$ cat config.mk
export PLATFORM = sky130hd
export DESIGN_NAME = flash_boot_loader
export DESIGN_NICKNAME = d
export VERILOG_FILES = /design/src/rtl/flash_boot_loader.sv
export SDC_FILE = /design/constraint.sdc
export NUM_CORES = 1
export LEC_CHECK = 0
export ABC_AREA = 1
export CAP_MARGIN = 30
export CORE_MARGIN = 2
export CORE_UTILIZATION = 57
export DETAILED_ROUTE_END_ITERATION = 6
export GPL_TIMING_DRIVEN = 0
export PLACE_DENSITY = 0.88
export SETUP_SLACK_MARGIN = 0.5
export SLEW_MARGIN = 10
export SYNTH_ARGS = -nofsm -noshare
export SYNTH_HDL_FRONTEND = slang
export SYNTH_SLANG_ARGS = --single-unit
$ cat constraint.sdc
create_clock -name clk_i -period 6.5 [get_ports clk_i]
set_clock_uncertainty 0.1 [all_clocks]
set_input_delay 1.3 -clock clk_i [delete_from_list [all_inputs] [get_ports clk_i]]
set_output_delay 1.3 -clock clk_i [all_outputs]
set_load 0.02 [all_outputs]
$ cat src/rtl/flash_boot_loader.sv
// flash_boot_loader
//
// Copies a boot image from a SPI NOR flash into SRAM after reset, then releases the cores.
// Sequence: READ command (0x03) + 24-bit address, then BOOT_WORDS little-endian 32-bit words.
// Each word is written to SRAM through a ready/valid style write port. SCK pauses (CSB held low)
// while a write is pending.
//
// Optional feature: define BOOT_CHECKSUM_EN to read one extra word after the image. That word is
// compared against the 32-bit wrap-around sum of the image words. A match boots the cores; a
// mismatch raises boot_err_o.
//
// Ports:
//   clk_i, reset_i              clock, asynchronous active-high reset
//   spi_sck_o, spi_mosi_o       SPI mode-0 clock (idle low) and command/address out
//   spi_miso_i, flash_csb_o     flash data in, active-low chip select
//   sram_wr_en_o, sram_addr_o,  SRAM write request, byte address, data;
//   sram_data_o, sram_ready_i   the write completes in a cycle with sram_ready_i high
//   restart_i                   re-run the boot (honoured only in DONE/ERROR)
//   cores_en_o                  per-core enable, CORE_EN_MASK once booted
//   boot_done_o, boot_err_o     boot status
module flash_boot_loader #(
    parameter int unsigned          BOOT_WORDS      = 32,
    parameter logic [23:0]          FLASH_BASE_ADDR = 24'h00_0000,
    parameter logic [31:0]          SRAM_BASE_ADDR  = 32'h0000_0000,
    parameter int unsigned          NUM_CORES       = 2,
    parameter logic [NUM_CORES-1:0] CORE_EN_MASK    = '1,
    parameter int unsigned          SCK_DIV         = 2
) (
    input  logic                 clk_i,
    input  logic                 reset_i,
    output logic                 spi_sck_o,
    output logic                 spi_mosi_o,
    input  logic                 spi_miso_i,
    output logic                 flash_csb_o,
    output logic                 sram_wr_en_o,
    output logic [31:0]          sram_addr_o,
    output logic [31:0]          sram_data_o,
    input  logic                 sram_ready_i,
    input  logic                 restart_i,
    output logic [NUM_CORES-1:0] cores_en_o,
    output logic                 boot_done_o,
    output logic                 boot_err_o
);

`ifdef BOOT_CHECKSUM_EN
    localparam int unsigned TotalWords = BOOT_WORDS + 1;
`else
    localparam int unsigned TotalWords = BOOT_WORDS;
`endif
    localparam int unsigned WordW = $clog2(TotalWords + 1);
    localparam int unsigned DivW  = (SCK_DIV > 1) ? $clog2(SCK_DIV) : 1;
    localparam int unsigned HoldW = $clog2(2 * SCK_DIV);

    typedef enum logic [3:0] {
        StIdle,
        StCmd,
        StAddr,
        StData,
        StWrite,
        StCsHold,   // CSB high for 2*SCK_DIV cycles after the transfer
        StCheck,
        StDone,
        StError
    } state_t;

    state_t             r_state;
    state_t             w_state_d;
    logic [DivW-1:0]    r_div;
    logic               r_sck;
    logic [4:0]         r_bit_cnt;
    logic [WordW-1:0]   r_word_cnt;
    logic [HoldW-1:0]   r_hold_cnt;
    logic [31:0]        r_tx;
    logic [31:0]        r_rx;
    logic               r_wr_en;
    logic [31:0]        r_addr;
    logic [31:0]        r_data;
`ifdef BOOT_CHECKSUM_EN
    logic [31:0]        r_sum;
    logic [31:0]        r_chk;
`endif

    logic        w_shifting;
    logic        w_tick;
    logic        w_fall;
    logic        w_last_bit;
    logic        w_phase_end;
    logic        w_last_word;
    logic        w_chk_word;
    logic        w_start;
    logic [31:0] w_rx_word;
    logic [31:0] w_wr_addr;

    assign w_shifting  = (r_state == StCmd) || (r_state == StAddr) || (r_state == StData);
    assign w_tick      = w_shifting && (r_div == DivW'(SCK_DIV - 1));
    assign w_fall      = w_tick && r_sck;
    assign w_phase_end = w_fall && w_last_bit;
    assign w_last_word = (r_word_cnt == WordW'(BOOT_WORDS - 1));
`ifdef BOOT_CHECKSUM_EN
    // All image words written: the word now being read is the checksum.
    assign w_chk_word  = (r_word_cnt == WordW'(BOOT_WORDS));
`else
    assign w_chk_word  = 1'b0;
`endif
    // Leaving IDLE/DONE/ERROR for CMD starts a fresh boot.
    assign w_start     = (w_state_d == StCmd) && (r_state != StCmd);
    // Bytes arrive MSB-first, byte 0 first; byte 0 lands in [7:0].
    assign w_rx_word   = {r_rx[7:0], r_rx[15:8], r_rx[23:16], r_rx[31:24]};
    assign w_wr_addr   = SRAM_BASE_ADDR + (32'(r_word_cnt) << 2);

    always_comb begin
        w_last_bit = 1'b0;
        case (r_state)
            StCmd:   w_last_bit = (r_bit_cnt == 5'd7);
            StAddr:  w_last_bit = (r_bit_cnt == 5'd23);
            StData:  w_last_bit = (r_bit_cnt == 5'd31);
            default: w_last_bit = 1'b0;
        endcase
    end

    always_comb begin
        w_state_d = r_state;
        unique case (r_state)
            StIdle:  w_state_d = StCmd;
            StCmd:   if (w_phase_end) w_state_d = StAddr;
            StAddr:  if (w_phase_end) w_state_d = StData;
            StData:  if (w_phase_end) w_state_d = w_chk_word ? StCsHold : StWrite;
            StWrite: begin
                if (sram_ready_i) begin
`ifdef BOOT_CHECKSUM_EN
                    w_state_d = StData;
`else
                    w_state_d = w_last_word ? StCsHold : StData;
`endif
                end
            end
            StCsHold: begin
                if (r_hold_cnt == HoldW'(2 * SCK_DIV - 1)) begin
`ifdef BOOT_CHECKSUM_EN
                    w_state_d = StCheck;
`else
                    w_state_d = StDone;
`endif
                end
            end
`ifdef BOOT_CHECKSUM_EN
            StCheck: w_state_d = (r_sum == r_chk) ? StDone : StError;
`else
            StCheck: w_state_d = StDone;
`endif
            StDone, StError: if (restart_i) w_state_d = StCmd;
            default: w_state_d = StIdle;
        endcase
    end

    always_ff @(posedge clk_i or posedge reset_i) begin
        if (reset_i) begin
            r_state <= StIdle;
        end else begin
            r_state <= w_state_d;
        end
    end

    always_ff @(posedge clk_i or posedge reset_i) begin
        if (reset_i) begin
            r_div      <= '0;
            r_sck      <= 1'b0;
            r_bit_cnt  <= '0;
            r_word_cnt <= '0;
            r_hold_cnt <= '0;
            r_tx       <= '0;
            r_rx       <= '0;
            r_wr_en    <= 1'b0;
            r_addr     <= '0;
            r_data     <= '0;
`ifdef BOOT_CHECKSUM_EN
            r_sum      <= '0;
            r_chk      <= '0;
`endif
        end else if (w_start) begin
            r_div      <= '0;
            r_sck      <= 1'b0;
            r_bit_cnt  <= '0;
            r_word_cnt <= '0;
            r_hold_cnt <= '0;
            r_tx       <= {8'h03, 24'h00_0000};
            r_wr_en    <= 1'b0;
`ifdef BOOT_CHECKSUM_EN
            r_sum      <= '0;
`endif
        end else begin
            case (r_state)
                StCmd, StAddr, StData: begin
                    if (w_tick) begin
                        r_div <= '0;
                        r_sck <= ~r_sck;
                        if (!r_sck) begin
                            // Rising edge: sample flash data.
                            if (r_state == StData) r_rx <= {r_rx[30:0], spi_miso_i};
                        end else if (w_last_bit) begin
                            r_bit_cnt <= '0;
                            r_tx      <= (r_state == StCmd) ? {FLASH_BASE_ADDR, 8'h00} : '0;
                            if (r_state == StData && !w_chk_word) begin
                                r_wr_en <= 1'b1;
                                r_addr  <= w_wr_addr;
                                r_data  <= w_rx_word;
                            end
`ifdef BOOT_CHECKSUM_EN
                            if (r_state == StData && w_chk_word) r_chk <= w_rx_word;
`endif
                        end else begin
                            // Falling edge: present the next MOSI bit while SCK is low.
                            r_bit_cnt <= r_bit_cnt + 5'd1;
                            r_tx      <= {r_tx[30:0], 1'b0};
                        end
                    end else begin
                        r_div <= r_div + DivW'(1);
                    end
                end
                StWrite: begin
                    if (sram_ready_i) begin
                        r_wr_en    <= 1'b0;
                        r_word_cnt <= r_word_cnt + WordW'(1);
`ifdef BOOT_CHECKSUM_EN
                        r_sum      <= r_sum + r_data;
`endif
                    end
                end
                StCsHold: r_hold_cnt <= r_hold_cnt + HoldW'(1);
                default: ;
            endcase
        end
    end

    assign spi_sck_o    = r_sck;
    assign spi_mosi_o   = ((r_state == StCmd) || (r_state == StAddr)) ? r_tx[31] : 1'b0;
    assign flash_csb_o  = !(w_shifting || (r_state == StWrite));
    assign sram_wr_en_o = r_wr_en;
    assign sram_addr_o  = r_addr;
    assign sram_data_o  = r_data;
    assign cores_en_o   = (r_state == StDone) ? CORE_EN_MASK : '0;
    assign boot_done_o  = (r_state == StDone);
`ifdef BOOT_CHECKSUM_EN
    assign boot_err_o   = (r_state == StError);
`else
    assign boot_err_o   = 1'b0;
`endif

endmodule
## Word level (Yosys, flattened, before mapping)

Cells that the tools add are included.

| cells by class | value |
|---|---|
| add/sub/neg operators | 4 |
| equality and inequality tests | 20 |
| muxes and demuxes | 39 |
| bitwise gates (word level) | 2 |
| reduce and logical (&&, ||, !) cells | 24 |

Operators with widths:

| cell | count |
|---|---|
| two-way mux 32 bit | 5 |
| case mux 4 bit (8 select lines) | 1 |
| two-way mux 5 bit | 5 |
| two-way mux 4 bit | 6 |
| two-way mux 6 bit | 3 |
| == test 4 x 3 -> 1 bit, second input constant | 4 |
| inequality test 3 bit, second input constant | 5 |
| two-way mux 1 bit | 13 |
| AND reduction 6 bit | 2 |
| nonzero test 2 bit | 6 |
| == test 5 bit, second input constant | 2 |
| == test 4 x 1 -> 1 bit, second input constant | 2 |
| == test 4 x 2 -> 1 bit, second input constant | 2 |
| adder 6 x 1 -> 6 bit, second input constant | 1 |
| == test 6 x 5 -> 1 bit, second input constant | 1 |
| two-way mux 2 bit | 3 |
| adder 5 x 1 -> 5 bit, second input constant | 1 |
| == test 5 x 3 -> 1 bit, second input constant | 1 |
| AND reduction 5 bit | 1 |
| == test 4 bit, second input constant | 1 |
| logical AND 1 bit | 4 |
| zero test 4 bit | 1 |
| inequality test 4 x 1 -> 1 bit, second input constant | 1 |
| AND reduction 2 bit | 2 |
| other kinds (13) | 16 |

| storage, ports and cells | value |
|---|---|
| flip-flop bits (word level) | 122 |
| bits of input ports | 5 |

## Longest topological paths before layout

Gate-level depths: netlist (run 1).

| logic depth | value |
|---|---|
| word-level depth | 12 |
| mapped depth | 14 |

## Least setup slack after synthesis (run 1)

OpenSTA, ideal clock, no wires.

| timing path | value |
|---|---|
| path type | register to output |
| start point | reg r_state[1] |
| end point | out flash_csb_o |
| arrival | 1.241 ns |
| required time | 5.100 ns |
| setup slack | 3.859 ns |
| cell stages (with the launch flop) | 7 |
| buffers on the path | 0 |
| path through | dfrtp_1 inv_1 nand2_1 inv_1 o21ai_0 nand2_1 nor2_1 |

| on the way | value |
|---|---|
| longest elaborated chain between the ends | 5 |

RTL lines:

| item | RTL line | RTL |
|---|---|---|
| from (decl) | 66 | `state_t r_state;` |
| from (signal assigned) | 158 | `r_state <= StIdle;` |
| from (signal assigned) | 160 | `r_state <= w_state_d;` |
| == test 4 x 1 -> 1 bit / == test 4 x 2 -> 1 bit (equally long branches) | 94 | `assign w_shifting = (r_state == StCmd) \|\| (r_state == StAddr) \|\| (r_state == StData);` |
| logical OR 1 bit (2 in a row) | 94 |  |
| logical OR 1 bit * | 237 | `assign flash_csb_o = !(w_shifting \|\| (r_state == StWrite));` |
| zero test 1 bit * | 237 |  |
| to (decl) | 34 | `output logic flash_csb_o,` |

Every way passes the cells marked *; elsewhere a longest branch is shown, timed or not.

## Worst setup path in the final report (run 1)

Same ends and word-level chain as after synthesis.

==> results of run 1 <==
## through the flow
step | std cells | total power [mW]
2_1_floorplan | 518 | 1.105
3_3_place_gp | 669 | 1.202
3_5_place_dp | 670 | 1.229
4_1_cts | 685 | 1.665
5_1_grt | 685 | 1.752
6_report | 685 | 1.661
## worst min-delay path, stage by stage (launching register included)
cell and delay [ns]:
dfrtp_1 0.35, nand2_1 0.05, nand2_1 0.05
## kinds of logic (layout without fill, tap and decap cells)
group / Yosys count / in the layout
AND/OR/NAND/NOR: 195 / 195
multiplexers: 2 / 2
other: 1 / 27
XOR/XNOR: 7 / 7
buffers and inverters: 108 / 173
adder cells (fa/ha/maj): 3 / 3
AO/OA/AOI/OAI: 78 / 78
flip-flops: 98 / 98
## sequential cells by signal, summed over array words and instances (netlist names)
| register | count |
|---|---|
| r_div | 1 |
| sram_data_o | 32 |
| r_hold_cnt | 2 |
| sram_addr_o | 6 |
| r_state | 4 |
| r_word_cnt | 6 |
| spi_sck_o | 1 |
| r_bit_cnt | 5 |
| sram_wr_en_o | 1 |
| r_tx | 8 |
| r_rx | 32 |
## worst paths after layout
kind	cells past startpoint	slack, ns	endpoint
min in group asynchronous	2	1.28	sram_data_o[3]
worst max register to register	8	4.32	sram_data_o[28]
worst min register to register	2	0.39	r_tx[31]
max in group asynchronous	3	4.37	sram_data_o[25]
worst max-delay path	7	2.80	flash_csb_o
worst min-delay path	2	0.39	r_tx[31]
## power breakdown
part	total (mW)	internal, mW	switching (mW)	leakage [nW]
combinational	0.508	0.164	0.344	1.15
sequential	0.714	0.667	0.0476	1.34
clock	0.439	0.229	0.210	0.113
## area by class of cell
cell class | instances | area (sq um) | area share [%]
Timing Repair Buffer | 50 | 518.0 | 9.568
Clock inverter | 5 | 86.33 | 1.595
Clock buffer | 10 | 137.6 | 2.542
Buffer | 45 | 297.8 | 5.500
Sequential cell | 98 | 2452 | 45.30
Tap cell | 102 | 127.6 | 2.357
Inverter | 63 | 239.0 | 4.414
Multi-Input combinational cell | 312 | 1555 | 28.73
## placed cells by master, fill, tap and decap left out, types with 2 or more instances in the layout
master           instances
nand3_1                 21
clkdlybuf4s50_1         49
nand4_1                  6
buf_4                   29
bufinv_16                2
nand3_2                 10
o21ai_1                 20
nand2_1                122
xor2_1                   7
nand2_4                  2
buf_2                    7
clkbuf_1                 8
clkbuf_8                10
dfrtp_1                 98
inv_2                    2
inv_6                    2
ha_1                     3
conb_1                  27
o21ai_0                 52
nor2_1                  21
a21oi_1                  2
mux2_1                   2
nor2_4                   3
nand2_2                  4
inv_1                   60
## per-layer routing
| layer | up-vias | wire length [um] |
|---|---|---|
| met1 | 1629 | 3957 |
| met3 | 28 | 418 |
| met2 | 110 | 4260 |
| li1 | 1667 | - |
| met4 | 0 | 308 |
| met5 | - | 0 |
## synth_stat cells, types with 2 or more instances
cell type	count	area share (%)
a21oi_1	2	0.23
buf_2	7	0.79
buf_4	29	4.9
clkbuf_1	8	0.68
dfrtp_1	98	55
ha_1	3	0.84
inv_1	61	5.2
inv_2	2	0.17
mux2_1	2	0.51
nand2_1	122	10
nand2_2	4	0.56
nand2_4	2	0.51
nand3_1	21	2.4
nand3_2	10	2.3
nand4_1	6	0.84
nor2_1	21	1.8
nor2_4	3	0.76
o21ai_0	52	5.9
o21ai_1	20	2.3
xor2_1	7	1.4
==> key figures, run 1 <==
Floorplanning
  – Area of the die: 8519 sq um
  – Row count: 32
  – I/O Pins: 77
  – Die height: 92.30 um
  – Initial Utilization: 58.12%
  – Die Width: 92.30 um
  – Core Region: 7647 sq um

Synth
  – Number of synthesized flops with an enable pin: 0
  – Post-synthesis adder-cell area fraction: 0.8446%
  – Largest family of logic cells by synthesized area: simple AND/OR/NAND/NOR gates
  – Yosys reg bits: 98
  – Most used DFF post-synth: dfrtp_1
  – Yosys cell types: 32
  – Simple-gate share of the synthesized area: 20.78%
  – Post-Syn Area: 4444 sq um
  – Proportion of synthesized area in mux cells: 0.5068%
  – Async set-reset flop share out of synthesis: 100.0%
  – Post-synthesis compound-gate area fraction: 9.206%
  – Seq/Total Area, Yosys: 55.18%
  – Mean Syn Cell Area: 9.033 sq um
  – XOR/XNOR Fraction of Synth Area: 1.380%
  – Yosys warning total: 0
  – Mapped Cells: 492

Placed design
  – GP Congestion: 0.8478
  – Placed cell areas: 5190 sq um
  – IO Port Bufs: 49
  – Dpl hpwl: 6320 um
  – Dpl ws: 3.216 ns

Clock network
  – Clk slew on worst S/H paths: 0.09 ns
  – Clock sink count: 98
  – Post-CTS resize count: 0
  – Worst-Skew Late Latency: 0.37 ns
  – # H-tree levels: 3
  – CTS tree: built
  – Clk buf depth: 2
  – Post-CTS Hold Buffers: 0
  – Postcts setup bufs: 0
  – TritonCTS Buffers: 9
  – CTS Root Cell: clkbuf_8

Drt
  – Post-Route WL: 8944 um
  – Final ANT Viol Nets: 0
  – Initial DRT Pass Iterations: 4
  – DR vias/cell: 5.013
  – Vias: 3,434
  – Iter 0 DRT Violations: 257
  – Wire per inst: 13.06 um
  – DRC viols: 0

STA
  – Final Hold Fails: 0
  – Final worst slack: 2.802 ns
  – Least-Margin Pin Slew: 0.6177 ns
  – Final setup vio count: 0
  – Fin. max-slew vios: 0
  – Hold WS: 0.3879 ns
  – Max-slew headroom: 58.82%
  – Fin crit share: 56.90%
  – TNS Setup: 0 ns
  – Post-route minimum period: 3.698 ns
  – RSZ-0062 raised after global routing: false
  – Max Freq: 270.4 MHz

Global routing
  – Grt peak-use layer: met2
  – Antenna violations before repair: 0
  – Met3 Use GR: 3.824%
  – Number of global-route vias before repair: 3,297
  – Met2 Use GR: 35.46%
  – Met1 Use GR: 29.20%
  – Largest net degree at the start of global routing: 51
  – Total Routing Usage GR: 22.13%
  – First-pass GRT wire length: 15,060 um
  – Total grt overflow: 0

Final layout
  – Post-route design area: 5414 sq um
  – Final Util: 70.80%
  – Layout cells sized above 1: 13.89%
  – Area delta synth->final: 21.82%
  – Fillers: 563
  – Final nets: 587
  – ANT cells: 0

Worst setup path
  – CP Max Fanout: 5
  – Max incr delay on CP: 0.62 ns
  – Worst path cell trace: inv_1 -> nand2_1 -> inv_1 -> o21ai_0 -> nand2_1 -> nor2_1 -> clkdlybuf4s50_1
  – Reg2reg start: r_state[2]
  – CP max stage cell: clkdlybuf4s50_1
  – CP arrival: 2.30 ns
  – Worst setup EP type: output port
  – Family with the most delay on the worst path: buffers and inverters
  – Worst Setup Start Kind: flip-flop
  – Critical path launch point: r_state[1]
  – WP buf/inv: 3
  – Critical path class: flip-flop to output port
  – Worst endpoint required time: 5.10 ns

Run status
  – Status: finished, final reports clean

Power and ir drop
  – Leak: 2.609 nW
  – Pwr dens: 306.9 nW/um^2
  – Peak supply drop: 0.0001628 V

Flow run
  – Max-cap violations: 0

Min path
  – Hold Crit Class: flip-flop to flip-flop
  – Worst Hold Launch: r_tx[30]
Note: power is estimated with default switching activity, not from simulation.
==> run 2: changes to the inputs <==
--- a/config.mk
+++ b/config.mk
@@ -8,10 +8,10 @@
 export ABC_AREA = 1
 export CAP_MARGIN = 30
 export CORE_MARGIN = 2
-export CORE_UTILIZATION = 57
+export CORE_UTILIZATION = 48
 export DETAILED_ROUTE_END_ITERATION = 6
 export GPL_TIMING_DRIVEN = 0
-export PLACE_DENSITY = 0.88
+export PLACE_DENSITY = 0.79
 export SETUP_SLACK_MARGIN = 0.5
 export SLEW_MARGIN = 10
 export SYNTH_ARGS = -nofsm -noshare
==> constraint.sdc (replaced) <==
create_clock -name clk_i -period 3 [get_ports clk_i]
set_clock_uncertainty 0.1 [all_clocks]
set_input_delay 0.6 -clock clk_i [delete_from_list [all_inputs] [get_ports clk_i]]
set_output_delay 0.6 -clock clk_i [all_outputs]
set_load 0.02 [all_outputs]
==> key figures, run 2 (same netlist as run 1, synthesis figures left out) <==
Power and ir drop
  – Leak: 2.620 nW (+0.44%)
  – Pwr dens: 630.6 nW/um^2 (+110%)
  – Peak supply drop: 0.0003192 V (+96%)

Floorplanning
  – Row count: 35 (+9.4%)
  – Core Region: 9109 sq um (+19%)
  – Die height: 100.2 um (+8.6%)
  – Die Width: 100.2 um (+8.6%)
  – Initial Utilization: 48.79% (-9.3 points)
  – Area of the die: 10,050 sq um (+18%)
  – I/O Pins: 77 (unchanged)

Clock network
  – Clk buf depth: 2 (unchanged)
  – Clock sink count: 98 (unchanged)
  – CTS tree: built
  – Post-CTS Hold Buffers: 0 (unchanged)
  – # H-tree levels: 3 (unchanged)
  – TritonCTS Buffers: 9 (unchanged)
  – Clk slew on worst S/H paths: 0.09 ns (about the same)
  – CTS Root Cell: clkbuf_8
  – Worst-Skew Late Latency: 0.36 ns (about the same)

Worst setup path
  – Family with the most delay on the worst path: flip-flops
  – Critical path class: flip-flop to output port
  – WP buf/inv: 3 (unchanged)
  – Worst Setup Start Kind: flip-flop
  – Worst path cell trace: inv_1 -> nand2_1 -> inv_1 -> o21ai_1 -> nand2_1 -> nor2_1 -> clkbuf_2
  – CP arrival: 1.71 ns (-0.59 ns)
  – Worst endpoint required time: 2.30 ns (-2.80 ns)
  – CP max stage cell: dfrtp_1
  – Max incr delay on CP: 0.41 ns (-0.21 ns)
  – Worst setup EP type: output port
  – CP Max Fanout: 5 (unchanged)

STA
  – Final worst slack: 0.5877 ns (-2.214 ns)
  – Fin. max-slew vios: 0 (unchanged)
  – Final Hold Fails: 0 (unchanged)
  – Final setup vio count: 0 (unchanged)
  – RSZ-0062 raised after global routing: true
  – Least-Margin Pin Slew: 0.6663 ns (+0.04856 ns)
  – Post-route minimum period: 2.412 ns
  – Max Freq: 414.6 MHz
  – Max-slew headroom: 55.49% (-3.3 points)
  – Fin crit share: 80.41%
  – TNS Setup: 0 ns (unchanged)

Global routing
  – Antenna violations before repair: 0 (unchanged)
  – First-pass GRT wire length: 14,810 um (-1.7%)
  – Total Routing Usage GR: 18.47% (-3.7 points)
  – Largest net degree at the start of global routing: 39 (-24%)
  – Number of global-route vias before repair: 3,215 (-2.5%)
  – Total grt overflow: 0 (unchanged)

Final layout
  – Area of the multi-input gates: 1558 sq um (+0.16%)
  – Final nets: 589 (+0.34%)
  – Commonest cells after routing, fill and taps aside: nand2_1 (122), dfrtp_1 (98), inv_1 (60)
  – Final cell count without fillers: 697 (+1.8%)
  – Post-route design area: 5390 sq um (-0.44%)
  – Fillers: 784 (+39%)
  – Layout cells sized above 1: 14.68% (+0.78 points)
  – ANT cells: 0 (unchanged)
  – Area delta synth->final: 21.28%
  – Register area: 2452 sq um (unchanged)
  – Most common cell after layout, fill and taps aside: nand2_1
  – Final Util: 59.18% (-12 points)

Placed design
  – GP Congestion: 0.8986 (+6.0%)
  – Placed cell areas: 5215 sq um (+0.48%)
  – DP Cell Count: 680 (+1.5%)
  – Dpl ws: 0.3877 ns (-2.829 ns)
  – IO Port Bufs: 49 (unchanged)
  – Dpl hpwl: 6370 um (+0.80%)

Drt
  – Final ANT Viol Nets: 0 (unchanged)
  – DR vias/cell: 4.752 (-5.2%)
  – Initial DRT Pass Iterations: 4 (unchanged)
  – Iter 0 DRT Violations: 156 (-39%)
  – Vias: 3,312 (-3.6%)
  – Post-Route WL: 8436 um (-5.7%)
  – Wire per inst: 12.10 um (-7.3%)
  – DRC viols: 0 (unchanged)

Min path
  – Hold Crit Class: flip-flop to flip-flop

Flow run
  – Max-cap violations: 0 (unchanged)

Run status
  – Status: finished, final reports clean
[run 2: tightest hold or removal path: cells and delay by family (launching register included)]
kind             cells  cell delay [ns]
DFF                  1             0.35
and+or+nand+nor      2             0.10
[run 2: layout make-up]
cell class                      count  area share (%)
Timing Repair Buffer               52           9.796
Multi-Input combinational cell    312           28.90
Clock buffer                       10           2.368
Sequential cell                    98           45.50
Buffer                             45           5.525
Tap cell                          111           2.577
Inverter                           63           4.457
Clock inverter                      6          0.8821
[run 2: report_power, final]
| group | total, mW | internal, mW | leakage (nW) | switching (mW) |
|---|---|---|---|---|
| registers | 1.54 | 1.44 | 1.34 | 0.0956 |
| logic | 1.09 | 0.350 | 1.19 | 0.738 |
| clock network | 0.770 | 0.311 | 0.0877 | 0.459 |
| total | 3.40 | 2.11 | 2.62 | 1.29 |
[run 2: worst paths after layout]
path / endpoint / depth (start not counted) / from / slack (ns)
min: r_tx[26] / 2 / r_tx[25] / 0.38
min in group asynchronous: r_state[3] / 2 / reset_i / 0.58
max reg2reg: sram_data_o[30] / 8 / r_state[2] / 0.86
min reg2reg: r_tx[26] / 2 / r_tx[25] / 0.38
max in group asynchronous: r_rx[20] / 4 / reset_i / 1.41
max: flash_csb_o / 7 / r_state[1] / 0.59
[run 2: timing repair]
item,CTS,global route
resized for setup,6,5
cloned,0,0
endpoints found under the setup margin,5,3
setup buffers,1,0
pin swaps,0,0
[run 2: layer usage]
| metal | up-vias | global-route usage (%) | share of wire, % |
|---|---|---|---|
| met3 | 13 | 2.994 | 4.1 |
| met5 | - | 0 | 0 |
| li1 | 1670 | - | - |
| met2 | 73 | 29.17 | 46 |
| met4 | 0 | 7.587 | 2.4 |
| met1 | 1556 | 25.58 | 47 |
[run 2: per-stage QoR]
step	power (mW)	hold slack [ns]
detailed placement	2.659	0.3694
global route	3.619	0.4132
global placement	2.613	0.3620
CTS	3.423	0.3900
finish	3.399	0.3841
floorplan	2.394	0.3461
==> run 3: changes to the inputs <==
--- a/config.mk
+++ b/config.mk
@@ -8,10 +8,10 @@
 export ABC_AREA = 1
 export CAP_MARGIN = 30
 export CORE_MARGIN = 2
-export CORE_UTILIZATION = 48
+export CORE_UTILIZATION = 53
 export DETAILED_ROUTE_END_ITERATION = 6
 export GPL_TIMING_DRIVEN = 0
-export PLACE_DENSITY = 0.79
+export PLACE_DENSITY = 0.83
 export SETUP_SLACK_MARGIN = 0.5
 export SLEW_MARGIN = 10
 export SYNTH_ARGS = -nofsm -noshare
==> constraint.sdc (replaced) <==
create_clock -name clk_i -period 2.5 [get_ports clk_i]
set_clock_uncertainty 0.1 [all_clocks]
set_input_delay 0.5 -clock clk_i [delete_from_list [all_inputs] [get_ports clk_i]]
set_output_delay 0.5 -clock clk_i [all_outputs]
set_load 0.02 [all_outputs]
==> key figures, run 3 (same netlist as run 1, synthesis figures left out) <==
Clock network
  – TritonCTS Buffers: 9 (unchanged)
  – Clock sink count: 98 (unchanged)
  – Clk slew on worst S/H paths: 0.10 ns (about the same)
  – CTS Root Cell: clkbuf_8
  – CTS tree: built
  – Post-CTS Hold Buffers: 0 (unchanged)
  – Clk buf depth: 2 (unchanged)
  – Worst-Skew Late Latency: 0.36 ns (about the same)
  – # H-tree levels: 3 (unchanged)

Worst setup path
  – CP Max Fanout: 8 (+3)
  – Worst setup EP type: flip-flop
  – Worst endpoint required time: 2.65 ns (+0.35 ns)
  – Worst Setup Start Kind: flip-flop
  – CP arrival: 2.36 ns (+0.65 ns)
  – Critical path class: flip-flop to flip-flop

Final layout
  – Layout cells sized above 1: 23.97% (+9.3 points)
  – Commonest cells after routing, fill and taps aside: nand2_1 (116), dfrtp_1 (94), inv_1 (55)
  – Final Util: 70.54% (+11 points)
  – Most common cell after layout, fill and taps aside: nand2_1
  – Final nets: 608 (+3.2%)
  – Area delta synth->final: 29.76%
  – ANT cells: 0 (unchanged)

STA
  – RSZ-0062 raised after global routing: true
  – Post-route minimum period: 2.204 ns
  – Final setup vio count: 0 (unchanged)
  – Max-slew headroom: 62.22% (+6.7 points)
  – Least-Margin Pin Slew: 0.5655 ns (-0.1008 ns)
  – Max Freq: 453.8 MHz
  – Final Hold Fails: 0 (unchanged)
  – Fin. max-slew vios: 0 (unchanged)
  – Fin crit share: 88.15%

Global routing
  – Largest net degree at the start of global routing: 40 (+2.6%)
  – Antenna violations before repair: 0 (unchanged)
  – Total grt overflow: 0 (unchanged)
  – First-pass GRT wire length: 16,150 um (+9.0%)
  – Number of global-route vias before repair: 3,501 (+8.9%)
  – Total Routing Usage GR: 22.92% (+4.5 points)

Floorplanning
  – Area of the die: 9134 sq um (-9.1%)
  – Row count: 33 (-5.7%)
  – Core Region: 8175 sq um (-10%)
  – Die height: 95.57 um (-4.6%)
  – Initial Utilization: 54.36% (+5.6 points)
  – Die Width: 95.57 um (-4.6%)
  – I/O Pins: 77 (unchanged)

Placed design
  – IO Port Bufs: 49 (unchanged)
  – Dpl hpwl: 6480 um (+1.7%)
  – GP Congestion: 0.8899 (-0.97%)

Power and ir drop
  – Pwr dens: 844.5 nW/um^2 (+34%)
  – Final Power: 4.870 mW (+43%)
  – Leak: 2.839 nW (+8.3%)
  – Peak supply drop: 0.0004407 V (+38%)

Drt
  – Post-Route WL: 10,990 um (+30%)
  – Iter 0 DRT Violations: 337 (+120%)
  – DRC viols: 0 (unchanged)
  – DR vias/cell: 5.300 (+12%)
  – Vias: 3,763 (+14%)
  – Initial DRT Pass Iterations: 5 (+1)
  – Wire per inst: 15.48 um (+28%)
  – Final ANT Viol Nets: 0 (unchanged)

Flow run
  – Max-cap violations: 0 (unchanged)

Min path
  – Hold Crit Class: flip-flop to flip-flop

Run status
  – Status: finished, final reports clean
==> run 3: changes by cell type in the layout (fill, tap and decap cells not counted), moves of 5 or more <==
cell             change
buf_4               +18
buf_6               +10
clkbuf_1             -9
clkdlybuf4s50_1      -5
inv_1                -5
nand2_1              -6
nand3_1              -7
nand3_2              +6
nor2_1               -5
o21ai_0              -8
o21ai_1              +7
==> run 3: routing by layer <==
layer	share of wire [%]	GRT usage, %	vias up	wire length, um
met5	0	0	-	0
met4	4.0	11.55	0	444
met3	6.8	3.557	50	746
met2	50	37.59	197	5461
met1	39	29.60	1804	4336
li1	-	-	1712	-
==> run 3: final timing paths <==
kind | from | end | slack [ns] | cells past startpoint
worst max-delay path | r_state[2] | r_tx[31] | 0.30 | 12
min in group asynchronous | reset_i | r_hold_cnt[0] | 0.43 | 2
max in group asynchronous | reset_i | r_rx[11] | 1.03 | 4
worst min-delay path | sram_data_o[20] | sram_data_o[20] | 0.40 | 2
worst max register to register | r_state[2] | r_tx[31] | 0.30 | 12
worst min register to register | sram_data_o[20] | sram_data_o[20] | 0.40 | 2
==> run 3: report_power, final <==
group / internal (mW) / switching [mW]
clock network: 0.411 / 0.594
registers: 1.74 / 0.140
logic: 0.783 / 1.20
total: 2.93 / 1.94
==> run 3: timing repair <==
action / 4_1_cts / 5_1_grt
pin swaps: 8 / 14
resized for setup: 57 / 58
setup buffers: 14 / 5
gates cloned: 1 / 0
endpoints found under the setup margin: 68 / 104
hold endpoints to repair: 0 / 0
==> run 3: cell type report <==
| class | count | area, sq um |
|---|---|---|
| repair buffers | 71 | 719.4 |
| well taps | 105 | 131.4 |
| clock buffers | 10 | 137.6 |
| fillers | 577 | 2409 |
| multi-input cells | 312 | 1673 |
| flip-flops and latches | 98 | 2457 |
| clock inverters | 6 | 55.05 |
| inverters | 63 | 245.2 |
| plain buffers | 45 | 347.8 |
==> run 3: per-stage QoR <==
stage | setup slack [ns] | hold slack [ns] | std cells | cell area [sq um] | TNS [ns]
after floorplan | 0.5901 | 0.3461 | 518 | 4546 | 0
after global placement | -0.1897 | 0.3585 | 672 | 5167 | -18.08
after detailed placement | 0.05593 | 0.3726 | 674 | 5207 | 0
after CTS | 0.4168 | 0.3966 | 705 | 5584 | 0
after global routing | 0.2485 | 0.4185 | 710 | 5767 | 0
final | 0.2962 | 0.3966 | 710 | 5767 | 0
==> run 3: critical path, cell delays in order (launching register included) <==
cell and delay (ns):
dfrtp_2 0.48, nor2_4 0.14, buf_6 0.16, nand3_2 0.09, nand2_2 0.10, nor2_4 0.06, nand4_1 0.14, nand4_1 0.20
nor2_4 0.23, nand2_8 0.12, buf_8 0.16, nand3_2 0.05, nand2_1 0.05
